<file path="src/rtl/noc_input_unit_if.sv">
// noc_input_unit_if: upstream flit handshake, arbiter request/grant and downstream flit bundle
interface noc_input_unit_if #(
    parameter int N      = 5,
    parameter int FLIT_W = 32
);
    logic              in_valid;
    logic [FLIT_W-1:0] in_flit;
    logic              in_ready;
    logic [N-1:0]      req;
    logic              grant;
    logic              out_valid;
    logic [FLIT_W-1:0] out_flit;
    logic              busy;
    logic              err_drop;
    modport master (
        output in_valid, in_flit, grant,
        input  in_ready, req, out_valid, out_flit, busy, err_drop
    );
    modport slave (
        input  in_valid, in_flit, grant,
        output in_ready, req, out_valid, out_flit, busy, err_drop
    );
endinterface

</file>
<file path="src/rtl/noc_input_unit.sv">
// noc_input_unit: flit FIFO, XY route compute and wormhole request FSM for one router input port
module noc_input_unit #(
    parameter int N       = 5,
    parameter int DEPTH   = 4,
    parameter int FLIT_W  = 32,
    parameter int COORD_W = 3,
    parameter int CUR_X   = 0,
    parameter int CUR_Y   = 0
) (
    input logic            clk,
    input logic            rst_n,
    noc_input_unit_if.slave bus
);
    localparam int AW = $clog2(DEPTH);
    localparam int CW = AW + 1;
    localparam int PW = $clog2(N);
    localparam logic [COORD_W-1:0] CX = COORD_W'(CUR_X);
    localparam logic [COORD_W-1:0] CY = COORD_W'(CUR_Y);
    typedef enum logic {IDLE, ACTIVE} state_e;
    state_e            state_q, state_d;
    logic [FLIT_W-1:0] mem_q [DEPTH];
    logic [AW-1:0]     wr_ptr_q, wr_ptr_d, rd_ptr_q, rd_ptr_d;
    logic [CW-1:0]     count_q, count_d;
    logic [PW-1:0]     route_q, route_d, route_c;
    logic [FLIT_W-1:0] head;
    logic [COORD_W-1:0] dx, dy;
    logic              empty, is_head, is_tail, push, pop, xfer, drop;

    assign head    = mem_q[rd_ptr_q];
    assign dx      = head[COORD_W-1:0];
    assign dy      = head[2*COORD_W-1:COORD_W];
    assign is_head = head[FLIT_W-2];
    assign is_tail = head[FLIT_W-1];
    assign empty   = count_q == '0;
    // port index: 0 local, 1 east, 2 west, 3 north, 4 south
    assign route_c = dx > CX ? PW'(1) : dx < CX ? PW'(2) : dy > CY ? PW'(3) : dy < CY ? PW'(4) : '0;

    always_ff @(posedge clk or negedge rst_n) begin
        if (!rst_n) state_q <= IDLE;
        else        state_q <= state_d;
    end

    always_comb begin
        state_d = state_q == IDLE ? ((!empty && is_head) ? ACTIVE : IDLE)
                                  : ((xfer && is_tail) ? IDLE : ACTIVE);
    end

    always_comb begin
        bus.req       = (state_q == ACTIVE && !empty) ? N'(1) << route_q : '0;
        xfer          = |bus.req && bus.grant;
        drop          = state_q == IDLE && !empty && !is_head;
        bus.out_valid = xfer;
        bus.out_flit  = xfer ? head : '0;
        bus.busy      = state_q == ACTIVE;
        bus.err_drop  = drop;
        bus.in_ready  = count_q < CW'(DEPTH);
    end

    always_comb begin
        push     = bus.in_valid && bus.in_ready;
        pop      = xfer || drop;
        wr_ptr_d = wr_ptr_q + AW'(push);
        rd_ptr_d = rd_ptr_q + AW'(pop);
        count_d  = count_q + CW'(push) - CW'(pop);
        route_d  = (state_q == IDLE && state_d == ACTIVE) ? route_c : route_q;
    end

    always_ff @(posedge clk or negedge rst_n) begin
        if (!rst_n) begin
            wr_ptr_q <= '0;
            rd_ptr_q <= '0;
            count_q  <= '0;
            route_q  <= '0;
        end else begin
            wr_ptr_q <= wr_ptr_d;
            rd_ptr_q <= rd_ptr_d;
            count_q  <= count_d;
            route_q  <= route_d;
        end
    end

    always_ff @(posedge clk) begin
        if (push) mem_q[wr_ptr_q] <= bus.in_flit;
    end
endmodule

</file>
<file path="src/flat_wrapper.sv">
// flat-port wrapper written by rule: the top's interface ports become plain ports
module noc_input_unit_flat 
#(
    parameter int N       = 5,
    parameter int DEPTH   = 4,
    parameter int FLIT_W  = 32,
    parameter int COORD_W = 3,
    parameter int CUR_X   = 0,
    parameter int CUR_Y   = 0
)
  (clk, rst_n, bus_in_valid, bus_in_flit, bus_grant, bus_in_ready, bus_req, bus_out_valid, bus_out_flit, bus_busy, bus_err_drop);
  noc_input_unit_if #(.N(N), .FLIT_W(FLIT_W)) bus_i ();
  input logic clk;
  input logic rst_n;
  input wire logic [$bits(bus_i.in_valid)-1:0] bus_in_valid;
  input wire logic [$bits(bus_i.in_flit)-1:0] bus_in_flit;
  input wire logic [$bits(bus_i.grant)-1:0] bus_grant;
  output wire logic [$bits(bus_i.in_ready)-1:0] bus_in_ready;
  output wire logic [$bits(bus_i.req)-1:0] bus_req;
  output wire logic [$bits(bus_i.out_valid)-1:0] bus_out_valid;
  output wire logic [$bits(bus_i.out_flit)-1:0] bus_out_flit;
  output wire logic [$bits(bus_i.busy)-1:0] bus_busy;
  output wire logic [$bits(bus_i.err_drop)-1:0] bus_err_drop;
  assign bus_i.in_valid = bus_in_valid;
  assign bus_i.in_flit = bus_in_flit;
  assign bus_i.grant = bus_grant;
  assign bus_in_ready = bus_i.in_ready;
  assign bus_req = bus_i.req;
  assign bus_out_valid = bus_i.out_valid;
  assign bus_out_flit = bus_i.out_flit;
  assign bus_busy = bus_i.busy;
  assign bus_err_drop = bus_i.err_drop;
  noc_input_unit #(.N(N), .DEPTH(DEPTH), .FLIT_W(FLIT_W), .COORD_W(COORD_W), .CUR_X(CUR_X), .CUR_Y(CUR_Y)) u_core (.clk(clk), .rst_n(rst_n), .bus(bus_i));
endmodule
</file>
<file path="config.mk">
export PLATFORM = sky130hd
export DESIGN_NAME = noc_input_unit_flat
export DESIGN_NICKNAME = d
export VERILOG_FILES = /design/src/rtl/noc_input_unit_if.sv /design/src/rtl/noc_input_unit.sv /design/src/flat_wrapper.sv
export SDC_FILE = /design/constraint.sdc
export NUM_CORES = 1
export LEC_CHECK = 0
export CAP_MARGIN = 20
export CORE_MARGIN = 2
export CORE_UTILIZATION = 45
export CTS_BUF_LIST = sky130_fd_sc_hd__clkbuf_2
export DETAILED_ROUTE_END_ITERATION = 6
export GPL_ROUTABILITY_DRIVEN = 0
export GPL_TIMING_DRIVEN = 0
export HOLD_SLACK_MARGIN = 0.1
export PLACE_DENSITY = 0.73
export SLEW_MARGIN = 20
export SYNTH_ARGS = -nofsm -noshare
export SYNTH_HDL_FRONTEND = slang
export SYNTH_SLANG_ARGS = --single-unit
</file>
<file path="constraint.sdc">
create_clock -name clk -period 10.5 [get_ports clk]
set_input_delay 2.1 -clock clk [delete_from_list [all_inputs] [get_ports clk]]
set_output_delay 2.1 -clock clk [all_outputs]
set_load 0.05 [all_outputs]
</file>
Yosys cells after proc, flatten, opt, wreduce, memory -nomap -nowiden
Memory sizes are Yosys's and may differ from the RTL's.
Cells that the tools add are included.

word-level totals
  flip-flop bits (word level) = 11
  latch bits = 0
  bits in writable memories = 128
  bits in read-only memories = 0
  bits of input ports = 36
  output and inout port bits = 41
  word-level logic and storage cells = 41
  memories kept = 1

operators by class
  add/sub/neg operators = 4
  multipliers = 0
  div/mod/pow operators = 0
  $lt $le $gt $ge = 5
  equality and inequality tests = 0
  shift-type cells = 1
  muxes and demuxes = 11
  bitwise operators = 1
  reduce and logical (&&, ||, !) cells = 13

memory list
  name          depth  width  read ports  clocked after memory_dff  wr ports  RTL line              text
  u_core.mem_q  4      32     1           0                         1         noc_input_unit.sv:21  logic [FLIT_W-1:0] mem_q [DEPTH];

operator list
  operator                                                               number
  32-bit 2-to-1 mux                                                      1
  3-bit 2-to-1 mux                                                       4
  1-bit logical AND                                                      8
  3-bit by 1-bit > comparator with 1-bit output (second input constant)  2
  3-bit by 1-bit < comparator with 1-bit output (second input constant)  2
  1-bit 2-to-1 mux                                                       5
  5-bit 2-to-1 mux                                                       1
  5-bit OR reduction                                                     1
  1-bit by 3-bit left shift with 5-bit output (first input constant)     1
  2-bit by 1-bit adder with 2-bit output                                 2
  3-bit by 1-bit adder with 3-bit output                                 1
  3-bit zero test                                                        1
  3-bit < comparator (second input constant)                             1
  3-bit by 1-bit subtractor with 3-bit output                            1
  1-bit zero test                                                        2
  1-bit logical OR                                                       1
  1-bit inverter                                                         1

Depth between registers and ports, before layout
  depth in word-level cells = 10
  mapped depth = 11
  mapped depth without buffers = 10

Worst setup path before layout
No wires, ideal clock.

  path type = input port to output port
  start = input port bus_grant
  end = output port bus_out_flit[22]
  arrival time = 3.425 ns
  data required time = 8.400 ns
  slack = 4.975 ns
  cell stages on the path = 3
  path buffers = 1
  path through = o311a_1 -> clkbuf_1 -> and2_1

on the way
  cells in the longest elaborated chain, start to end = 2

RTL lines
  what               RTL line              text
  from (decl)        flat_wrapper.sv:17    input wire logic [$bits(bus_i.grant)-1:0] bus_grant;
  1-bit logical AND  noc_input_unit.sv:50  xfer = |bus.req && bus.grant;
  via bus_out_valid  flat_wrapper.sv:20    output wire logic [$bits(bus_i.out_valid)-1:0] bus_out_valid;
  32-bit 2-to-1 mux  noc_input_unit.sv:53  bus.out_flit = xfer ? head : '0;
  to (decl)          flat_wrapper.sv:21    output wire logic [$bits(bus_i.out_flit)-1:0] bus_out_flit;

The timed path passes the listed nets, and every way through them passes these cells.

Worst setup path in the final report
  start = input port bus_grant
  end = output port bus_out_flit[10]

on the way
  cells in the longest elaborated chain, start to end = 2

RTL lines
  what               RTL line
  1-bit logical AND  noc_input_unit.sv:50
  32-bit 2-to-1 mux  noc_input_unit.sv:53

Every way passes these cells.

==> out/metrics.yaml <==
sta:
  skew_ns: 0.0177
  post-route-period-util_pct: 62.0
  period_minus_slack_ns: 6.51
  relSlewSlack_pct: 57.2
  fin_ws_ns: 3.99
  setup_tns_ns: 0
  fmax_mhz: 154
  setup_viol: 0
  hold_viol_final: 0
  holdWs_ns: 0.556
  tightest_slew_ns: 0.641
  rsz0062_at_grt: "false"
  drv_slew: 0
status:
  outcome: "finished, final reports clean"
final_layout:
  multi_input_area_um2: 1210
  final_nets: 397
  drive_above_1_share_pct: 22.0
  fill_cells: 866
  final-seq-area_um2: 4090
  antenna_cells: 0
  finalNonFillerCells: 512
  syn_to_final_growth_pct: 24.2
die:
  io_pins: 77
  rows: 39
  fp.dieH_um: 113
  core-area_um2: 11600
  die_w_um: 113
  dieArea_um2: 12900
  initial_core_util_pct: 46.6
critical_path:
  critical_path.max_fanout: 10
  r2r_slack_ns: 7.79
  worstSetupStartpointType: "input pin"
  crit_required_ns: 8.40
  reg2reg_from: "u_core.rd_ptr_q[0]"
  r2r-end: "u_core.count_q[2]"
  crit_arrival_ns: 4.41
  reg2reg_depth: 11
  cp-end-kind: "primary output"
  critPathKind: "in2out"
yosys:
  seq_area_frac_synth_pct: 76.0
  synthesis.area_um2: 5390
  ys_ff_latch: 138
  syn_inst: 255
  yosysUniqueCellTypes: 30
  post_synth.cell_area_avg_um2: 21.1
  ys_warn_count: 0
  syn-num-nets: 296
clocking:
  post_cts_resized: 0
  cts_setup_buffers: 0
  cts_buffer_depth: 2
  cts-root-buf: "clkbuf_2"
  cts_sinks: 138
  cts_hold_buffers: 0
  h-tree-depth: 4
  clkTransAtPathRegs_ns: 0.19
  cts_tree: "built"
  worstSkewPairLatency_ns: 0.66
  numCtsBuffers: 17
global_route:
  grt_start_max_net_pins: 22
  grt_pass1_vias: 2901
  grtUsageTotal_pct: 16.7
  antenna_found_initial: 0
  grt_pass1_wl_um: 15600
  grt_overflow: 0
routing:
  drc: 0
  drt_pass1_iterations: 4
  vias_per_cell: 5.23
  wire_per_inst_um: 19.2
  first_iter_violations: 122
  vias: 2678
  ant_nets: 0
  wl_um: 9810
power:
  p_per_area_nw_per_um2: 268
  vdd.ir_drop.worst_mv: 0.147
  p_leak_nw: 2.25
placed_design:
  placement.io_buffers: 75
  dp_slack_ns: 4.00
  dpl.cell_count: 480
  hpwl_um: 6430
run:
  maxCapViolCount: 0
hold_path:
  holdPathEnd: "u_core.rd_ptr_q[0]"
  hold_depth: 1
  hp-start: "u_core.rd_ptr_q[0]"
  hp-class: "reg2reg"
layout by cell type (no fill, tap or decap), types with 2 or more instances in the layout:
| cell type | netlist | routed |
|---|---|---|
| a31oi_1 | 3 | 3 |
| dfrtp_1 | 10 | 10 |
| buf_4 | 3 | 5 |
| and3_1 | 4 | 3 |
| clkinvlp_4 | 0 | 2 |
| nor4_1 | 2 | 2 |
| xnor2_1 | 2 | 2 |
| buf_6 | 2 | 4 |
| clkinv_1 | 0 | 3 |
| edfxtp_1 | 128 | 128 |
| inv_1 | 7 | 7 |
| bufinv_16 | 0 | 3 |
| xor2_1 | 2 | 2 |
| or3_1 | 2 | 2 |
| buf_2 | 3 | 3 |
| clkinv_2 | 0 | 2 |
| nor3_1 | 3 | 3 |
| clkbuf_2 | 0 | 19 |
| buf_16 | 0 | 2 |
| clkbuf_1 | 3 | 3 |
| clkdlybuf4s50_1 | 0 | 75 |
| ha_1 | 4 | 4 |
| clkinv_4 | 0 | 3 |
| mux4_2 | 31 | 31 |
| and2_1 | 32 | 32 |
area by class of cell:
class / count / area share [%]
Sequential cell: 138 / 61.2
Multi-Input combinational cell: 99 / 18.1
Timing Repair Buffer: 82 / 12.9
Tap cell: 143 / 2.67
Clock inverter: 13 / 2.28
Clock buffer: 19 / 1.42
Buffer: 11 / 1.07
Inverter: 7 / 0.393
per-layer routing:
layer  wire length, um  global-route usage, %  vias to the layer above  part of all wire, %
met5                 0                      0                        -                    0
met4                91                   5.12                        0                 0.93
met3               562                   6.00                        9                  5.7
met2              4780                   25.9                       87                   49
met1              4380                   22.4                     1350                   45
li1                  -                      -                     1232                    -
power breakdown:
group | switching [W] | total (W) | internal (W)
clock | 0.000182 | 0.000314 | 0.000132
combinational | 0.000434 | 0.000748 | 0.000314
sequential | 0.0000382 | 0.000734 | 0.000696
flip-flops by register name, summed over array words and instances, names as in the netlist:
name	cells
u_core.bus.busy	1
u_core.count_q	3
u_core.mem_q	128
u_core.rd_ptr_q	2
u_core.route_q	2
u_core.wr_ptr_q	2
critical path, stage by stage:
cell and delay (ns):
clkdlybuf4s50_1 0.47, o311a_1 0.33, clkbuf_1 0.46, and2_1 0.24, clkdlybuf4s50_1 0.81
per-stage QoR:
stage               util (%)  total power [W]  instance area (um^2)
floorplan                  -          0.00126                  5390
finish                  57.8          0.00180                  6690
global placement        54.6          0.00148                  6310
global route            57.8          0.00190                  6690
detailed placement      55.7          0.00151                  6440
CTS                     57.8          0.00182                  6690
kinds of logic after synthesis:
kind of cell / count (synthesis) / synth area share (%)
xor+xnor: 4 / 0.651
fa+ha+maj: 5 / 1.30
buf+inv: 18 / 1.81
simple gates: 51 / 5.85
other cells: 1 / 0.0696
flops: 138 / 76.0
compound gates: 6 / 0.837
mux: 32 / 13.5
Yosys cell counts (all sizes together):
master | n | area share [%]
nor4 | 2 | 0.23
nor3 | 4 | 0.46
inv | 7 | 0.49
nor2 | 2 | 0.14
nand2 | 1 | 0.070
o311a | 1 | 0.19
and3 | 4 | 0.46
conb | 1 | 0.070
o21bai | 1 | 0.14
clkbuf | 3 | 0.21
buf | 8 | 1.1
fa | 1 | 0.37
nor3b | 1 | 0.14
ha | 4 | 0.93
xnor2 | 2 | 0.33
or3 | 2 | 0.23
dfrtp | 10 | 4.6
a31o | 1 | 0.16
mux4 | 32 | 13
or2 | 1 | 0.12
xor2 | 2 | 0.33
and3b | 1 | 0.16
nor2b | 1 | 0.12
edfxtp | 128 | 71
and2 | 32 | 3.7
a31oi | 3 | 0.35
how the worst max path moves through the flow:
stage            startpoint                 end  slack, ns
6_report          bus_grant    bus_out_flit[10]       3.99
4_1_cts           bus_grant    bus_out_flit[10]       3.98
5_1_grt           bus_grant    bus_out_flit[10]       3.89
2_1_floorplan     bus_grant    bus_out_flit[22]       4.98
3_5_place_dp      bus_grant    bus_out_flit[10]       4.00
3_3_place_gp   bus_in_valid  u_core.mem_q[0][6]       2.83
No activity file was read; power rests on OpenSTA's default activity.
